==> src/rtl/rst_seq.sv <==
// ============================================================================
// Module      : rst_seq
// Description : PLL-downstream reset sequencer. Synchronizes LOCKED, qualifies
//               it for LOCK_CYCLES, holds reset for HOLD_CYCLES, then releases.
//               Optional watchdog enabled by defining RSTSEQ_WDT_EN.
// Revision    : 1.0 - initial release
// ============================================================================
`default_nettype none

module rst_seq #(
    parameter int LOCK_CYCLES = 1024,
    parameter int HOLD_CYCLES = 16,
    parameter int WDT_CYCLES  = 65536
) (
    input  logic       CLK,
    input  logic       RES,
    input  logic       LOCKED,
    input  logic       KICK,
    output logic       RES_OUT,
    output logic       READY,
    output logic [1:0] STATE,
    output logic [7:0] LOSS_CNT,
    output logic       WDT_TRIP
);

    localparam int c_MAX_LH = (LOCK_CYCLES > HOLD_CYCLES) ? LOCK_CYCLES : HOLD_CYCLES;
    localparam int c_MAX    = (c_MAX_LH > WDT_CYCLES) ? c_MAX_LH : WDT_CYCLES;
    localparam int c_CW     = (c_MAX > 1) ? $clog2(c_MAX) : 1;

    localparam logic [c_CW-1:0] c_LOCK_LAST = c_CW'(LOCK_CYCLES - 1);
    localparam logic [c_CW-1:0] c_HOLD_LAST = c_CW'(HOLD_CYCLES - 1);
`ifdef RSTSEQ_WDT_EN
    localparam logic [c_CW-1:0] c_WDT_LAST  = c_CW'(WDT_CYCLES - 1);
`endif

    typedef enum logic [1:0] {
        S_WAIT   = 2'd0,
        S_STABLE = 2'd1,
        S_HOLD   = 2'd2,
        S_RUN    = 2'd3
    } state_t;

    logic            r_sync1;
    logic            r_sync2;
    state_t          r_state;
    logic [c_CW-1:0] r_cnt;
    logic            r_res_out;
    logic            r_ready;
    logic [7:0]      r_loss_cnt;
    logic            r_wdt_trip;

    state_t          w_next;
    logic [c_CW-1:0] w_cnt_next;
    logic            w_loss_inc;
    logic            w_trip;
    logic            w_lock_s;

    assign w_lock_s = r_sync2;

`ifndef RSTSEQ_WDT_EN
    // KICK has no function without the watchdog.
    logic w_unused_kick;
    assign w_unused_kick = KICK;
`endif

    always_comb begin
        w_next     = r_state;
        w_cnt_next = r_cnt;
        w_loss_inc = 1'b0;
        w_trip     = 1'b0;
        case (r_state)
            S_WAIT: begin
                if (w_lock_s) w_next = S_STABLE;
            end
            S_STABLE: begin
                if (!w_lock_s)                w_next = S_WAIT;
                else if (r_cnt == c_LOCK_LAST) w_next = S_HOLD;
                else                           w_cnt_next = r_cnt + 1'b1;
            end
            S_HOLD: begin
                if (!w_lock_s)                w_next = S_WAIT;
                else if (r_cnt == c_HOLD_LAST) w_next = S_RUN;
                else                           w_cnt_next = r_cnt + 1'b1;
            end
            S_RUN: begin
                // Lock loss takes priority over a coincident watchdog expiry.
                if (!w_lock_s) begin
                    w_next     = S_WAIT;
                    w_loss_inc = 1'b1;
                end
`ifdef RSTSEQ_WDT_EN
                else if (KICK) begin
                    w_cnt_next = '0;
                end else if (r_cnt == c_WDT_LAST) begin
                    w_next = S_HOLD;
                    w_trip = 1'b1;
                end else begin
                    w_cnt_next = r_cnt + 1'b1;
                end
`endif
            end
            default: w_next = S_WAIT;
        endcase
        if (w_next != r_state) w_cnt_next = '0;
    end

    always_ff @(posedge CLK or posedge RES) begin
        if (RES) begin
            r_sync1    <= 1'b0;
            r_sync2    <= 1'b0;
            r_state    <= S_WAIT;
            r_cnt      <= '0;
            r_res_out  <= 1'b1;
            r_ready    <= 1'b0;
            r_loss_cnt <= 8'd0;
            r_wdt_trip <= 1'b0;
        end else begin
            r_sync1    <= LOCKED;
            r_sync2    <= r_sync1;
            r_state    <= w_next;
            r_cnt      <= w_cnt_next;
            r_res_out  <= (w_next != S_RUN);
            r_ready    <= (w_next == S_RUN);
            r_wdt_trip <= w_trip;
            if (w_loss_inc && (r_loss_cnt != 8'hFF)) r_loss_cnt <= r_loss_cnt + 8'd1;
        end
    end

    assign RES_OUT  = r_res_out;
    assign READY    = r_ready;
    assign STATE    = r_state;
    assign LOSS_CNT = r_loss_cnt;
    assign WDT_TRIP = r_wdt_trip;

endmodule

`default_nettype wire

==> config.mk <==
export PLATFORM = sky130hd
export DESIGN_NAME = rst_seq
export DESIGN_NICKNAME = d
export VERILOG_FILES = /design/src/rtl/rst_seq.sv
export SDC_FILE = /design/constraint.sdc
export NUM_CORES = 1
export LEC_CHECK = 0
export ABC_AREA = 1
export BUFFER_PORTS_ARGS = -buffer_cell sky130_fd_sc_hd__buf_2
export CORE_MARGIN = 1.5
export CORE_UTILIZATION = 58
export DETAILED_ROUTE_END_ITERATION = 10
export PLACE_DENSITY = 0.78
export SLEW_MARGIN = 30
export SYNTH_ARGS = -nofsm -noshare
export SYNTH_HDL_FRONTEND = slang
export SYNTH_SLANG_ARGS = --single-unit
==> constraint.sdc <==
create_clock -name CLK -period 1.8 [get_ports CLK]
set_clock_uncertainty 0.05 [all_clocks]
set_input_delay 0.54 -clock CLK [delete_from_list [all_inputs] [get_ports CLK]]
set_output_delay 0.54 -clock CLK [all_outputs]
set_load 0.005 [all_outputs]
==> flow_summary_export.csv <==
group,metric,value,unit
critical_path,reg2regPathDepth,10,
worst_hold_path,hold_path.class,"in2async",
timing,rsz0062_at_grt,"false",
timing,drv_slew,0,
synthesis,yosys_warnings,0,
routing,wirelength,3310,um
place,gp_congestion,0.843,
final_layout,final_area,1960,um2
synthesis,ys_seq_area_share,42.6,%
floorplanning,die_area,3390,um2
floorplanning,ios,17,
global_route,grt_pass1_wl,5930,um
final_layout,finish.utilization,69.3,%
timing,setup_violations,0,
critical_path,critical_path_arrival,1.85,ns
routing,drt-pass1-iter-count,6,
critical_path,critPathBufInv,3,
place,io_buffers,14,
global_route,grt_use_total,23.8,%
critical_path,crit_fanout,9,
synthesis,syn_area,1770,um2
synthesis,synth_top_area_share,41.1,%
critical_path,crit_path_cell_trace,"ha_2 > nand3_2 > inv_2 > nand2_2 > inv_2 > nand2_4 > o21ai_1 > inv_2 > nand3_4 > nor2_1",
final_layout,multi_input_area,896,um2
final_layout,ff_latch_area,752,um2
clock_network,clk_latency,0.33,ns
final_layout,fill_cells,235,
clock_network,cts_root_buf,"clkbuf_4",
routing,viasPerCell,5.27,
floorplanning,coreArea,2830,um2
timing,report.final.hold_viol_count,0,
clock_network,path_clk_slew,0.09,ns
final_layout,drive_gt1_share,21.7,%
routing,ant_nets,0,
global_route,grt_start_max_net_pins,22,
critical_path,reg2reg_from,"r_cnt[1]",
clock_network,cts_tree,"done",
floorplanning,row_count,19,
critical_path,critPathSlowestCell,"dfrtp_1",
synthesis,syn-num-nets,225,
global_route,grt_pass1_vias,1370,
synthesis,synth_most_common_cell,"nand2_1",
timing,tns,0,ns
synthesis,synth_edf_count,0,
final_layout,nNetsFinal,249,
clock_network,h-tree-depth,2,
routing,drt_iter0_drc,72,
clock_network,clockBufferDepth,2,
clock_network,post-cts-setup-buffers,0,
floorplanning,initial_utilization,62.5,%
clock_network,cts_buffers,5,
critical_path,cp-start-kind,"register",
synthesis,ys_top_cells_by_area,"dfrtp_1 41%, nand2_1 9.8%, nor2_1 7.4%",
synthesis,synth-seq-cells,30,
job,maxCapViolations,0,
place,hpwl,2450,um
synthesis,async_flop_share,100,%
timing,timing.final.crit_share,93.6,%
final_layout,areaGrowthSynthToFinish,10.9,%
place,placed_area,1900,um2
power,powerDensity,586,nW/um2
critical_path,cp.required,1.97,ns
synthesis,ys_top_cells_by_count,"46 x nand2_1, 35 x nor2_1, 29 x dfrtp_1, 26 x inv_1",
synthesis,avgSynthCellArea,8.07,um2
routing,drc_errors,0,
floorplanning,die_height,58.2,um
global_route,grt-ovfl-total,0,
routing,vias,1450,
critical_path,end_kind,"register",
global_route,antenna_found_initial,0,
critical_path,r2r_slack,0.12,ns
outcome,status,"complete, no violations",
clock_network,clock_sinks,30,
synthesis,yosysTopAreaCell,"dfrtp_1",
critical_path,crit_type,"reg2reg",
synthesis,synthFlopType,"dfrtp_1",
critical_path,path_delay_family,"simple AND/OR/NAND/NOR gates",
timing,max_freq,0.594,GHz
routing,routedWlPerCell,12.1,um
floorplanning,dieWidth,58.2,um
timing,fin_crit,1.68,ns
critical_path,max_stage_delay,0.37,ns
power,vdd_drop_max,0.495,mV
power,leakage,0.000981,uW
synthesis,synthCells,219,
final_layout,diodes,0,
synthesis,synth_cell_types,31,
critical_path,crit_top_cell,"inv_2",
clock_network,holdBufCountCts,0,
critical_path,worstReg2RegEnd,"r_cnt[4]",
-- state kept, by name, indices dropped and copies added, names as in the netlist --
register	cells
r_sync1	1
LOSS_CNT	8
STATE	2
r_sync2	1
RES_OUT	1
READY	1
r_cnt	16
-- stage by stage --
step	setup slack, ns	total power, uW	hold slack [ns]	instances
floorplan	0.189	764	0.281	219
global route	0.0189	1210	0.143	275
global placement	0.0688	789	0.282	267
CTS	0.0256	1160	0.135	275
finish	0.116	1150	0.138	275
detailed placement	0.0321	791	0.287	267
-- placed cells by master (no fill, tap or decap), drive strengths merged --
cell type / count
dfstp: 1
dfrtp: 29
nand3: 19
o21bai: 2
o31ai: 1
xnor2: 2
buf: 20
conb: 1
mux2i: 1
nand3b: 1
xor2: 5
inv: 29
clkbuf: 8
mux2: 2
nand4: 14
o21ai: 4
nand2: 53
nor3: 6
a21oi: 4
ha: 2
nor2: 40
-- how the worst max path moves through the flow --
stage	cells after the start	from	to
2_1_floorplan	10	r_cnt[0]	r_cnt[3]
3_3_place_gp	10	r_cnt[0]	r_cnt[6]
3_5_place_dp	10	r_cnt[1]	r_cnt[2]
4_1_cts	10	r_cnt[1]	r_cnt[4]
5_1_grt	10	r_cnt[1]	r_cnt[2]
6_report	10	r_cnt[1]	r_cnt[4]
-- area by class of cell --
cell class                      instances  share of cell area [%]
Inverter                               29                    5.56
Sequential cell                        30                    38.4
Clock buffer                            8                    2.49
Tap cell                               31                    1.98
Timing Repair Buffer                   20                    5.87
Multi-Input combinational cell        157                    45.7
-- repair_timing --
item / 4_1_cts / 5_1_grt
setup endpoints to repair: 0 / 15
hold endpoints to repair: 0 / 0
resized for setup: 0 / 3
-- metal layers --
layer	share of wire [%]	global-route usage, %	vias to the layer above
met3	4.4	8.71	4
li1	-	-	756
met2	44	35.1	27
met5	0	0	-
met4	1.5	8.97	0
met1	50	32.1	663
-- worst register-to-register path: cells and delay by family, from the launching register on --
kind / cells / cell delay, ns
buffers and inverters: 3 / 0.34
AOI/OAI and AO/OA: 1 / 0.18
and+or+nand+nor: 5 / 0.44
adders and majority gates: 1 / 0.20
DFF: 1 / 0.37
-- cell families (layout without fill, tap and decap cells) --
logic type	count (synthesis)	in the layout	share of synthesized area (%)
buffers and inverters	32	57	7.44
xor gates and xnor gates	7	7	3.47
DFF	30	30	42.6
muxes	3	3	1.84
other	1	1	0.212
and+or+nand+nor	133	133	38.1
AOI/OAI and AO/OA	11	11	4.96
adders and majority gates	2	2	1.42
-- power breakdown --
part           switching [uW]  leakage, uW  internal [uW]
Combinational            56.2     0.000547           32.0
Clock                     213    0.0000265            155
Sequential               9.57     0.000408            682
Total                     278     0.000981            869
Power figures use the tool's default switching activity.
